==> src/rtl/serial_adder_unit.sv <==
// serial_adder_unit: bit-serial add/subtract, one bit per clock; flags built only with SERIAL_ADDER_FLAGS_EN
module serial_adder_unit #(
  parameter int WIDTH = 64
) (
  input  logic             clk,
  input  logic             reset,
  input  logic             start,
  input  logic             sub,
  input  logic [WIDTH-1:0] a,
  input  logic [WIDTH-1:0] b,
  output logic             busy,
  output logic             done,
  output logic [WIDTH-1:0] result,
  output logic             cout,
  output logic             overflow,
  output logic             zero,
  output logic             negative
);
  localparam int CW = $clog2(WIDTH);
  typedef enum logic [1:0] {S_IDLE, S_RUN, S_DONE} state_t;
  state_t           state_q;
  logic [WIDTH-1:0] opa_q, opb_q, result_q;
  logic [WIDTH-2:0] sum_q;
  logic [CW-1:0]    cnt_q;
  logic             carry_q, busy_q, done_q;
  logic             s_d, carry_d, last_d;
  logic [WIDTH-1:0] sum_d;
  assign s_d     = opa_q[0] ^ opb_q[0] ^ carry_q;
  assign carry_d = (opa_q[0] & opb_q[0]) | (carry_q & (opa_q[0] ^ opb_q[0]));
  assign sum_d   = {s_d, sum_q};
  assign last_d  = cnt_q == CW'(WIDTH - 1);
  assign busy    = busy_q;
  assign done    = done_q;
  assign result  = result_q;
`ifdef SERIAL_ADDER_FLAGS_EN
  logic cout_q, overflow_q, zero_q, negative_q;
  assign cout     = cout_q;
  assign overflow = overflow_q;
  assign zero     = zero_q;
  assign negative = negative_q;
`else
  assign cout     = 1'b0;
  assign overflow = 1'b0;
  assign zero     = 1'b0;
  assign negative = 1'b0;
`endif
  always_ff @(posedge clk) begin
    if (reset) begin
      state_q  <= S_IDLE;
      opa_q    <= '0;
      opb_q    <= '0;
      sum_q    <= '0;
      result_q <= '0;
      cnt_q    <= '0;
      carry_q  <= 1'b0;
      busy_q   <= 1'b0;
      done_q   <= 1'b0;
`ifdef SERIAL_ADDER_FLAGS_EN
      cout_q     <= 1'b0;
      overflow_q <= 1'b0;
      zero_q     <= 1'b0;
      negative_q <= 1'b0;
`endif
    end else begin
      case (state_q)
        S_IDLE: begin
          done_q <= 1'b0;
          if (start) begin
            opa_q   <= a;
            opb_q   <= b ^ {WIDTH{sub}};
            carry_q <= sub;
            cnt_q   <= '0;
            busy_q  <= 1'b1;
            state_q <= S_RUN;
          end
        end
        S_RUN: begin
          carry_q <= carry_d;
          opa_q   <= opa_q >> 1;
          opb_q   <= opb_q >> 1;
          sum_q   <= sum_d[WIDTH-1:1];
          cnt_q   <= cnt_q + 1'b1;
          if (last_d) begin
            result_q <= sum_d;
            done_q   <= 1'b1;
            state_q  <= S_DONE;
`ifdef SERIAL_ADDER_FLAGS_EN
            // carry_q here is the carry into the MSB slice
            cout_q     <= carry_d;
            overflow_q <= carry_q ^ carry_d;
            zero_q     <= sum_d == '0;
            negative_q <= s_d;
`endif
          end
        end
        S_DONE: begin
          done_q  <= 1'b0;
          busy_q  <= 1'b0;
          state_q <= S_IDLE;
        end
        default: state_q <= S_IDLE;
      endcase
    end
  end
endmodule

==> config.mk <==
export PLATFORM = sky130hd
export DESIGN_NAME = serial_adder_unit
export DESIGN_NICKNAME = d
export VERILOG_FILES = /design/src/rtl/serial_adder_unit.sv
export SDC_FILE = /design/constraint.sdc
export NUM_CORES = 1
export LEC_CHECK = 0
export ABC_AREA = 1
export BUFFER_PORTS_ARGS = -buffer_cell sky130_fd_sc_hd__buf_2
export CORE_MARGIN = 5
export CORE_UTILIZATION = 63
export CTS_BUF_LIST = sky130_fd_sc_hd__clkbuf_8
export DETAILED_ROUTE_END_ITERATION = 12
export GPL_ROUTABILITY_DRIVEN = 0
export MAX_ROUTING_LAYER = met4
export PLACE_DENSITY = 0.95
export SLEW_MARGIN = 0
export SYNTH_ARGS = -nofsm -noshare
export SYNTH_HDL_FRONTEND = slang
export SYNTH_SLANG_ARGS = --single-unit
==> constraint.sdc <==
create_clock -name clk -period 3 [get_ports clk]
set_input_delay 0.6 -clock clk [delete_from_list [all_inputs] [get_ports clk]]
set_output_delay 0.6 -clock clk [all_outputs]
set_load 0.02 [all_outputs]
# Yosys cells after proc, flatten, opt, wreduce, memory -nomap -nowiden
# Cells that the tools add are included.
[word_totals] reg_bits=266
[classes] addsub=1 eq_ne=5 reduce_logical=10 bitwise=6 muxes=15
[ops] op="64-bit one-hot mux with 2 select lines" count=2
[ops] op="64-bit 2-to-1 mux" count=2
[ops] op="64-bit bitwise XOR" count=1
[ops] op="6-bit one-hot mux with 2 select lines" count=1
[ops] op="2-bit AND reduction" count=5
[ops] op="6-bit by 1-bit adder with 6-bit output (second input constant)" count=1
[ops] op="6-bit equality test (second input constant)" count=1
[ops] op="6-bit 2-to-1 mux" count=1
[ops] op="1-bit one-hot mux with 2 select lines" count=3
[ops] op="2-bit nonzero test" count=3
[ops] op="2-bit 2-to-1 mux" count=2
[ops] op="2-bit != test (second input constant)" count=2
[ops] op="2-bit one-hot mux with 2 select lines" count=1
[ops] op="1-bit 2-to-1 mux" count=3
[ops] op="1-bit AND" count=2
[ops] op="2-bit by 1-bit equality test with 1-bit output (second input constant)" count=1
[ops] op="2-bit equality test (second input constant)" count=1
[ops] op="2-bit logical NOT" count=1
[ops] op="2-bit OR reduction" count=1
[ops] op="1-bit bitwise XOR" count=2
[ops] op="1-bit bitwise OR" count=1

# Logic depth before layout (Yosys ltp)
# Gate-level depths: netlist (run 1).
[logic_depth] ltp_word=4 ltp_mapped=9

# Worst setup path before layout (run 1)
# Ideal clock, no wire load.
[synth_path] path_type="input to register" startpoint="in start" endpoint="reg opb_q[43]" arrival_time_ns=1.530 required_time_ns=2.943 setup_slack_ns=1.414 path_stages=8 path_cell_list="buf_2 > o21ai_2 > buf_2 > buf_2 > nand2_1 > nand3_1 > nand2_1 > inv_1"
[synth_via] elab_chain_len=2
[synth_lines] element="start, declared" line_no="7" text="input logic start,"
[synth_lines] element="2-bit != test (no source line)"
[synth_lines] element="2-bit AND reduction (no source line)"
[synth_lines] element="end signal, assigned" line_no="70" text="opb_q <= b ^ {WIDTH{sub}};"
[synth_lines] element="end signal, assigned" line_no="80" text="opb_q <= opb_q >> 1;"
[synth_lines] element="end, declared" line_no="22" text="logic [WIDTH-1:0] opa_q, opb_q, result_q;"
# Every way passes these cells.
# A chain may end at the register's enable or synchronous reset.

# Worst setup path in the final report (run 1)
[layout_path] startpoint="reg state_q[1]" endpoint="reg sum_q[32]"
[layout_via] elab_chain_len=1
[layout_lines] element="start, declared" line_no="21" text="state_t state_q;"
[layout_lines] element="start signal, assigned" line_no="49" text="state_q <= S_IDLE;"
[layout_lines] element="start signal, assigned" line_no="74" text="state_q <= S_RUN;"
[layout_lines] element="start signal, assigned" line_no="86" text="state_q <= S_DONE;"
[layout_lines] element="2-bit by 1-bit equality test with 1-bit output" line_no="65" text="case (state_q)"
[layout_lines] element="end signal, assigned" line_no="81" text="sum_q <= sum_d[WIDTH-1:1];"
[layout_lines] element="end, declared" line_no="23" text="logic [WIDTH-2:0] sum_q;"
# Every way passes these cells.

==> key figures, run 1 <==
Die
  • FP Rows: 50
  • Core area: 0.0187 mm^2
  • Height of the die: 148 um
  • Starting Density: 64.0%
  • Area of the die: 0.0219 mm^2
  • Die Span X: 148 um
  • Top-level port count: 202

Worst setup path
  • Biggest cell delay along the critical path: 0.59 ns
  • Arrival time at the worst endpoint: 2.45 ns
  • Critical path cell sequence: inv_1 -> nand2_2 -> buf_12 -> o21ai_0 -> nor2_1
  • Crit Path Class: reg2reg
  • Worst Setup End Kind: register
  • CP Launch Type: register
  • Worst Path Required: 3.48 ns
  • Crit-path max FO: 53
  • Slowest CP cell: nand2_2

Cells and area
  • Fraction of layout cells with a size suffix above 1: 14.6%
  • Area Growth Syn to Fin: 15.5%
  • Final nets: 2072
  • Commonest non-fill, non-tap cell in the layout: nand2_1
  • Most frequent cells in the layout: nand2_1 (627), dfxtp_1 (266), buf_2 (197), nand3_1 (192), inv_1 (188)
  • Antenna Cells: 0

Clock tree
  • Clk sinks: 266
  • CTS tree: done
  • CTS root buf: clkbuf_8
  • Post-cts sizing count: 0
  • Hold Buf Count CTS: 0
  • H-tree depth: 2
  • Clock Latency Late Sink: 0.55 ns
  • Clock buffer depth: 3
  • CTS Buf Count: 42
  • Reg clk slew, reported paths: 0.07 ns
  • Total setup buffers inserted after CTS: 0

Route
  • Vias: 11700
  • Antenna Nets Post-Route: 0
  • Final WL: 28300 um
  • Routed len/inst: 12.8 um
  • 1st-iter DRT viols: 970
  • Router iterations before antenna repair: 6
  • Via density: 5.32
  • DRC viols: 0

Global routing
  • Gr ovfl total: 0
  • Global-route wire length before repair: 48300 um
  • Total track usage: 26.5%
  • Largest net degree at the start of global routing: 159
  • Initial antenna violation count: 0
  • Vias in the first global route: 10700

STA
  • Final worst path period need: 1.97 ns
  • Highest Clock Rate: 507 MHz
  • Final-report hold violation count: 0
  • Unrepaired setup endpoints after global routing: false
  • Worst clock skew: 0.0258 ns
  • Fin. max-slew vios: 0
  • Relative slew slack: 36.9%
  • Worst-Margin Slew: 0.946 ns
  • Setup_tns: 0 ns
  • Period utilization: 65.7%
  • Final setup vio count: 0

Pwr
  • Leak: 7.38 nW
  • Total internal power: 5.71 mW
  • Seq pwr share: 49.3%
  • Logic pwr share: 11.2%
  • Power per cell area: 562 mW/mm^2
  • IR drop worst, VDD: 0.391 mV
  • Clock network power share: 39.4%
  • Psw: 2.06 mW
  • Total Power: 7.77 mW
  • Sw frac: 26.5%

Logic synthesis
  • Syn Area/Cell: 6.62 um^2
  • Register bit total from synthesis: 266
  • Post-synth cell types: 23
  • Seq/Total Area, Yosys: 44.5%
  • Syn Std Cell Area: 0.0120 mm^2
  • Synth warnings: 0
  • Cells after Synth: 1808

Placement
  • HPWL Detailed: 17900 um
  • Count of input and output buffers: 197

Outcome
  • Status: completed

Job
  • Max-cap violations: 0

Hold path
  • Hold/Removal Path Class: in2reg
[registers in the layout, summed over array words and instances (netlist names)]
register / count
busy: 1
done: 1
cnt_q: 6
carry_q: 1
state_q: 2
opb_q: 64
result: 64
sum_q: 63
opa_q: 64
[Yosys cell counts]
master	instances	area share [%]
conb_1	1	0.031
buf_2	37	1.5
inv_1	175	5.5
and2_1	30	1.6
or2_2	2	0.10
xor2_1	1	0.073
ha_1	1	0.10
o21ai_0	99	4.1
dfxtp_1	266	44
nand2_1	628	20
clkinv_1	1	0.031
nand4_1	64	3.3
clkbuf_1	65	2.0
o21ai_2	1	0.073
a21oi_1	9	0.38
inv_2	2	0.063
nor2_1	169	5.3
nor2_2	1	0.052
buf_4	10	0.63
buf_1	20	0.63
fa_1	1	0.17
nor3b_1	32	2.0
nand3_1	193	8.1
[kinds of logic (layout without fill, tap and decap cells)]
| family | Yosys count | in the layout | share of synthesized area (%) |
|---|---|---|---|
| compound gates | 109 | 109 | 4.59 |
| xor+xnor | 1 | 1 | 0.0732 |
| fa+ha+maj | 2 | 2 | 0.272 |
| buf+inv | 310 | 467 | 10.4 |
| flops | 266 | 266 | 44.5 |
| other cells | 1 | 4 | 0.0313 |
| simple gates | 1119 | 1119 | 40.1 |
[metal layers]
| layer | vias to the layer above | wire (um) | GRT usage, % |
|---|---|---|---|
| met4 | 0 | 930 | 10.5 |
| met2 | 422 | 13600 | 43.1 |
| met5 | - | 0 | - |
| li1 | 5894 | - | - |
| met3 | 87 | 1920 | 3.95 |
| met1 | 5312 | 11800 | 33.4 |
[metrics by stage]
stage | hold slack, ns | setup slack (ns) | utilization, % | area, um^2 | std cells
final | 0.311 | 1.03 | 73.9 | 13800 | 2202
after global routing | 0.317 | 0.883 | 73.9 | 13800 | 2202
after CTS | 0.282 | 1.04 | 73.9 | 13800 | 2202
after detailed placement | 0.453 | 0.968 | 69.4 | 13000 | 2128
after global placement | 0.444 | 0.991 | 69.4 | 13000 | 2128
after floorplan | 0.430 | 1.41 | - | 12000 | 1811
[worst max-delay path, delay by kind of cell, from the launching register on]
kind	cells	cell delay [ns]
simple gates	2	0.76
flops	1	0.52
buf+inv	2	0.45
compound gates	1	0.14
[layout make-up]
class | instances | area (um^2)
multi-input cells | 1235 | 5450
repair buffers | 215 | 1230
clock buffers | 52 | 716
inverters | 178 | 676
well taps | 234 | 293
flip-flops and latches | 266 | 5330
clock inverters | 22 | 139
fillers | 1366 | 4880
[worst paths after layout]
kind	startpoint	cells after the start	slack, ns	to
worst min register to register	result[36]	2	0.46	result[36]
worst max register to register	state_q[1]	5	1.03	sum_q[32]
worst max-delay path	state_q[1]	5	1.03	sum_q[32]
worst min-delay path	a[63]	3	0.31	opa_q[63]
[power groups by stage]
stage,Clock (mW),Sequential [mW],Combinational (mW)
2_1_floorplan,0,3.88,0.632
3_3_place_gp,0,3.90,0.829
3_5_place_dp,0,3.90,0.859
4_1_cts,3.11,3.83,0.875
5_1_grt,3.28,3.85,1.01
6_report,3.06,3.83,0.874
(Power assumes the default switching activity.)
==> run 2: changes to the inputs <==
--- a/config.mk
+++ b/config.mk
@@ -8,12 +8,12 @@
 export ABC_AREA = 1
 export BUFFER_PORTS_ARGS = -buffer_cell sky130_fd_sc_hd__buf_2
 export CORE_MARGIN = 5
-export CORE_UTILIZATION = 63
+export CORE_UTILIZATION = 53
 export CTS_BUF_LIST = sky130_fd_sc_hd__clkbuf_8
 export DETAILED_ROUTE_END_ITERATION = 12
 export GPL_ROUTABILITY_DRIVEN = 0
 export MAX_ROUTING_LAYER = met4
-export PLACE_DENSITY = 0.95
+export PLACE_DENSITY = 0.87
 export SLEW_MARGIN = 0
 export SYNTH_ARGS = -nofsm -noshare
 export SYNTH_HDL_FRONTEND = slang
==> constraint.sdc (replaced) <==
create_clock -name clk -period 1.7 [get_ports clk]
set_input_delay 0.34 -clock clk [delete_from_list [all_inputs] [get_ports clk]]
set_output_delay 0.34 -clock clk [all_outputs]
set_load 0.02 [all_outputs]
==> run 2 against run 1 <==
Net effect: sequential power increased by 77%; register-to-register slack got worse by 0.86 ns; count of clock-buffer cells in the layout increased by 2; highest routed layer unchanged; hold slack got worse by 0.24 ns; clock skew increased by 0.00092 ns.
==> key figures, run 2 (synthesized netlist as in run 1, its figures left out) <==
Die
  • Height of the die: 160 um (+8.4%)
  • Area of the die: 0.0257 mm^2 (+18%)
  • Core area: 0.0224 mm^2 (+20%)
  • Top-level port count: 202 (unchanged)
  • Die Span X: 160 um (+8.4%)
  • FP Rows: 55 (+10%)
  • Starting Density: 53.4% (-11 points)

Global routing
  • Total track usage: 21.8% (-4.7 points)
  • Global-route wire length before repair: 47300 um (-2.0%)
  • Initial antenna violation count: 3 (+3)
  • Vias in the first global route: 10500 (-1.7%)
  • Largest net degree at the start of global routing: 66 (-58%)
  • Gr ovfl total: 0 (unchanged)

Worst setup path
  • Crit Path Class: reg2reg
  • Crit-path max FO: 54 (+1.9%)
  • Worst Setup End Kind: register
  • CP Launch Type: register
  • Worst r2r src: state_q[0]
  • Worst R2R Path Depth: 6 (+1)
  • CP Launch Point: state_q[0]
  • R2R setup slack: 0.17 ns (-0.86 ns)
  • Arrival time at the worst endpoint: 1.99 ns (-0.46 ns)
  • Worst Path Required: 2.16 ns (-1.32 ns)
  • Reg2reg end: cnt_q[4]
  • Crit path capture: cnt_q[4]

STA
  • Highest Clock Rate: 654 MHz (+29%)
  • Worst clock skew: 0.0268 ns (+0.000921 ns)
  • Final setup vio count: 0 (unchanged)
  • Fin. max-slew vios: 0 (unchanged)
  • Setup_tns: 0 ns (unchanged)
  • Unrepaired setup endpoints after global routing: false
  • Period utilization: 89.9% (+24 points)
  • Final-report hold violation count: 0 (unchanged)
  • Final worst path period need: 1.53 ns (-0.443 ns)

Cells and area
  • Fraction of layout cells with a size suffix above 1: 15.4% (+0.76 points)
  • Final nets: 2091 (+0.92%)
  • Commonest non-fill, non-tap cell in the layout: nand2_1
  • Fillers: 1998 (+46%)
  • Area Growth Syn to Fin: 18.4%
  • Fin cells: 2276 (+3.4%)
  • Most frequent cells in the layout: nand2_1 (627), dfxtp_1 (266), buf_2 (197), nand3_1 (192), inv_1 (190)

Route
  • Met1 wire length: 12200 um (+3.4%)
  • Met2 wire length: 13500 um (-0.83%)
  • Wire length on met3: 1660 um (-14%)
  • Routed len/inst: 12.4 um (-3.7%)
  • Antenna Nets Post-Route: 0 (unchanged)
  • 1st-iter DRT viols: 892 (-8.0%)
  • Top Layer Used: met4
  • Via density: 5.08 (-4.6%)
  • Final WL: 28200 um (-0.44%)
  • DRC viols: 0 (unchanged)
  • Vias: 11600 (-1.4%)
  • Router iterations before antenna repair: 5 (-1)

Clock tree
  • CTS tree: done
  • Total setup buffers inserted after CTS: 0 (unchanged)
  • Reg clk slew, reported paths: 0.06 ns (about the same)
  • CTS Buf Count: 43 (+2.4%)
  • Clk sinks: 266 (unchanged)
  • Hold Buf Count CTS: 0 (unchanged)
  • CTS root buf: clkbuf_8
  • Clock Latency Late Sink: 0.55 ns (about the same)
  • H-tree depth: 2 (unchanged)
  • Clock buffer depth: 3 (unchanged)
  • Post-cts sizing count: 0 (unchanged)

Hold path
  • Hold/Removal Path Class: in2reg

Job
  • Max-cap violations: 0 (unchanged)

Pwr
  • Power per cell area: 978 mW/mm^2 (+74%)
  • Leak: 7.53 nW (+2.0%)
  • IR drop worst, VDD: 0.473 mV (+21%)

Placement
  • HPWL Detailed: 18900 um (+5.9%)
  • Post-Place Cells: 2197 (+3.2%)
  • Count of input and output buffers: 197 (unchanged)

Outcome
  • Status: completed
-- run 2: cell types whose count changed in the layout (fill, tap and decap cells not counted), sizes merged --
cell | before | now
diode | 0 | 3
clkinv | 6 | 3
inv | 192 | 196
buf | 215 | 233
clkbuf | 52 | 54
clkinvlp | 1 | 0
-- run 2: worst max-delay path: stages, from the launching register on --
cell and delay, ns:
dfxtp_1 0.51, inv_2 0.11, nor2_4 0.16, buf_4 0.19
buf_12 0.23, o21ai_0 0.13, a21oi_1 0.13
-- run 2: metrics by stage --
stage	power [mW]	hold WS [ns]	util [%]	instance area (um^2)	worst slack, ns
floorplan	7.96	0.409	-	12000	0.299
CTS	14.0	0.0409	63.1	14200	0.143
finish	13.9	0.0754	63.2	14200	0.171
global route	14.6	0.0508	63.2	14200	0.0315
global placement	8.41	0.438	59.2	13300	0.250
detailed placement	8.48	0.441	59.2	13300	0.175
-- run 2: how the worst min path moves through the flow --
| stage | start | end | slack [ns] | cells past startpoint |
|---|---|---|---|---|
| 6_report | a[63] | opa_q[63] | 0.08 | 3 |
| 5_1_grt | a[10] | opa_q[10] | 0.05 | 3 |
| 4_1_cts | a[63] | opa_q[63] | 0.04 | 3 |
| 3_5_place_dp | sum_q[0] | sum_q[0] | 0.44 | 2 |
| 3_3_place_gp | sum_q[0] | sum_q[0] | 0.44 | 2 |
| 2_1_floorplan | reset | cnt_q[1] | 0.41 | 1 |
-- run 2: layout make-up --
class	count	area, um^2	share of cell area, %
multi-input combinational	1235	5450	38.5
sequential	266	5330	37.6
timing repair buffer	233	1480	10.5
clock buffer	54	743	5.24
inverter	178	676	4.77
tap	285	357	2.52
clock inverter	22	130	0.918
antenna	3	7.51	0.0530
-- run 2: where the power goes --
group	internal, mW	total [mW]	switching [mW]
logic	0.629	1.60	0.973
registers	6.57	6.77	0.196
clock network	3.03	5.49	2.47
total	10.2	13.9	3.63
-- run 2: routing by layer --
| layer | global-route usage, % | up-vias |
|---|---|---|
| met5 | - | - |
| met4 | 8.56 | 0 |
| met3 | 3.90 | 59 |
| met2 | 35.3 | 329 |
| met1 | 27.2 | 5223 |
| li1 | - | 5942 |
==> run 3: changes to the inputs <==
--- a/config.mk
+++ b/config.mk
@@ -14,6 +14,7 @@
 export GPL_ROUTABILITY_DRIVEN = 0
 export MAX_ROUTING_LAYER = met4
 export PLACE_DENSITY = 0.87
+export RECOVER_POWER = 50
 export SLEW_MARGIN = 0
 export SYNTH_ARGS = -nofsm -noshare
 export SYNTH_HDL_FRONTEND = slang
==> run 3 against run 2 <==
Net effect: global-route usage is the same; sequential cell count is the same; clock power about the same; sequential share of layout area increased by 0.34 points; cell count is essentially flat; sequential power is essentially flat; non-clock buffer count is the same; via count up 0.21%; first-iteration DRC count is 8.7% higher; clock skew decreased by 0.0011 ns; largest power group unchanged.
==> key figures, run 3 (synthesized netlist as in run 1, its figures left out) <==
Job
  • Max-cap violations: 0 (unchanged)

Clock tree
  • Hold Buf Count CTS: 0 (unchanged)
  • Reg clk slew, reported paths: 0.06 ns (about the same)
  • CTS root buf: clkbuf_8
  • Total setup buffers inserted after CTS: 0 (unchanged)
  • CTS Buf Count: 43 (unchanged)
  • Clock buffer depth: 3 (unchanged)
  • Post-cts sizing count: 0 (unchanged)
  • Clk sinks: 266 (unchanged)
  • Clock Latency Late Sink: 0.55 ns (about the same)
  • CTS tree: done
  • H-tree depth: 2 (unchanged)

Worst setup path
  • Critical path cell sequence: inv_1 -> nand2_2 -> buf_4 -> o21ai_0 -> nor3b_1
  • Reg2reg end: opa_q[19]
  • Arrival time at the worst endpoint: 1.98 ns (about the same)
  • Buf+Inv Stages, Crit Path: 2 (-1)
  • CP Launch Type: register
  • Top Family by Delay on Critical Path: simple AND/OR/NAND/NOR gates
  • CP Launch Point: state_q[1]
  • Biggest cell delay along the critical path: 0.40 ns (-0.11 ns)
  • Worst R2R Path Depth: 5 (-1)
  • Slowest CP cell: dfxtp_1
  • Crit-path max FO: 22 (-59%)
  • Worst r2r src: state_q[1]
  • Crit Path Class: reg2reg
  • Crit path depth: 5 (-1)
  • Crit path capture: opa_q[19]
  • Worst Setup End Kind: register
  • Worst Path Required: 2.13 ns (-0.03 ns)
  • R2R setup slack: 0.15 ns (-0.02 ns)

Die
  • Starting Density: 53.4% (unchanged)
  • Height of the die: 160 um (unchanged)
  • Core area: 0.0224 mm^2 (unchanged)
  • Die Span X: 160 um (unchanged)
  • Area of the die: 0.0257 mm^2 (unchanged)
  • Top-level port count: 202 (unchanged)
  • FP Rows: 55 (unchanged)

STA
  • Final setup vio count: 0 (unchanged)
  • Unrepaired setup endpoints after global routing: false
  • Period utilization: 91.1% (+1.2 points)
  • Setup slack after layout: 0.151 ns (-0.0201 ns)
  • Highest Clock Rate: 646 MHz (-1.3%)
  • Fin. max-slew vios: 0 (unchanged)
  • Worst clock skew: 0.0257 ns (-0.00109 ns)
  • Final worst path period need: 1.55 ns (+0.0201 ns)
  • Setup_tns: 0 ns (unchanged)
  • Final-report hold violation count: 0 (unchanged)

Placement
  • Place WS: 0.175 ns (unchanged)
  • Count of input and output buffers: 197 (unchanged)
  • Placed Area: 0.0133 mm^2 (unchanged)
  • HPWL Detailed: 18900 um (unchanged)

Route
  • Final WL: 28300 um (+0.45%)
  • 1st-iter DRT viols: 970 (+8.7%)
  • Antenna Nets Post-Route: 0 (unchanged)
  • Router iterations before antenna repair: 7 (+2)
  • Routed len/inst: 12.4 um (+0.41%)
  • Vias: 11600 (+0.21%)
  • DRC viols: 0 (unchanged)
  • Via density: 5.08 (+0.16%)

Cells and area
  • Commonest non-fill, non-tap cell in the layout: nand2_1
  • Final core utilization: 62.6% (-0.57 points)
  • Area Growth Syn to Fin: 17.3%
  • Design Area, Final: 0.0140 mm^2 (-0.90%)
  • Most frequent cells in the layout: nand2_1 (627), dfxtp_1 (266), nand3_1 (192), inv_1 (190), nor2_1 (166)
  • Fillers: 2045 (+2.4%)
  • Sequential Area: 0.00533 mm^2 (unchanged)
  • Multi-input logic area: 0.00544 mm^2 (-0.23%)
  • Fraction of layout cells with a size suffix above 1: 12.1% (-3.3 points)
  • Final nets: 2091 (unchanged)

Outcome
  • Status: completed

Global routing
  • Largest net degree at the start of global routing: 66 (unchanged)
  • Vias in the first global route: 10500 (unchanged)
  • Total track usage: 21.8% (unchanged)
  • Gr ovfl total: 0 (unchanged)
  • Global-route wire length before repair: 47300 um (unchanged)
  • Initial antenna violation count: 3 (unchanged)

Hold path
  • Hold/Removal Path Class: in2reg

Pwr
  • Power per cell area: 985 mW/mm^2 (+0.76%)
  • IR drop worst, VDD: 0.473 mV (about the same)
  • Leak: 7.22 nW (-4.1%)
-- run 3: cell types whose count changed in the layout (fill, tap and decap cells not counted), sizes merged --
cell,previous run,this run
buf,233,164
clkbuf,54,123
diode,3,4
-- run 3: cell type report --
class,count,share of cell area (%)
Antenna cell,4,0.0713
Clock buffer,54,5.29
Clock inverter,22,0.927
Inverter,178,4.81
Multi-Input combinational cell,1235,38.7
Sequential cell,266,37.9
Tap cell,285,2.54
Timing Repair Buffer,233,9.71
-- run 3: where the power goes --
group	internal (mW)	switching, mW	leakage, nW	total (mW)
registers	6.57	0.194	2.18	6.76
clock network	3.03	2.46	0.509	5.49
logic	0.618	0.972	4.54	1.59
total	10.2	3.62	7.22	13.8
-- run 3: metal layers --
layer	wire length, um	GRT usage [%]	up-vias
li1	-	-	5948
met4	780	8.56	0
met5	0	-	-
met1	12200	27.2	5223
met2	13500	35.3	348
met3	1770	3.90	58
-- run 3: worst min path at each step --
stage / from / end / cells past startpoint
6_report: a[63] / opa_q[63] / 3
5_1_grt: a[10] / opa_q[10] / 3
4_1_cts: a[63] / opa_q[63] / 3
3_5_place_dp: sum_q[0] / sum_q[0] / 2
3_3_place_gp: sum_q[0] / sum_q[0] / 2
2_1_floorplan: reset / cnt_q[1] / 1
-- run 3: worst min-delay path: cells and delay by family --
family | cells | cell delay (ns)
simple gates | 1 | 0.06
compound gates | 1 | 0.05
buf+inv | 1 | 0.11
-- run 3: through the flow --
stage | power [mW] | cells | hold slack [ns]
finish | 13.8 | 2277 | 0.0789
detailed placement | 8.48 | 2197 | 0.441
floorplan | 7.96 | 1811 | 0.409
CTS | 14.0 | 2273 | 0.0409
global route | 14.6 | 2276 | 0.0508
global placement | 8.41 | 2197 | 0.438
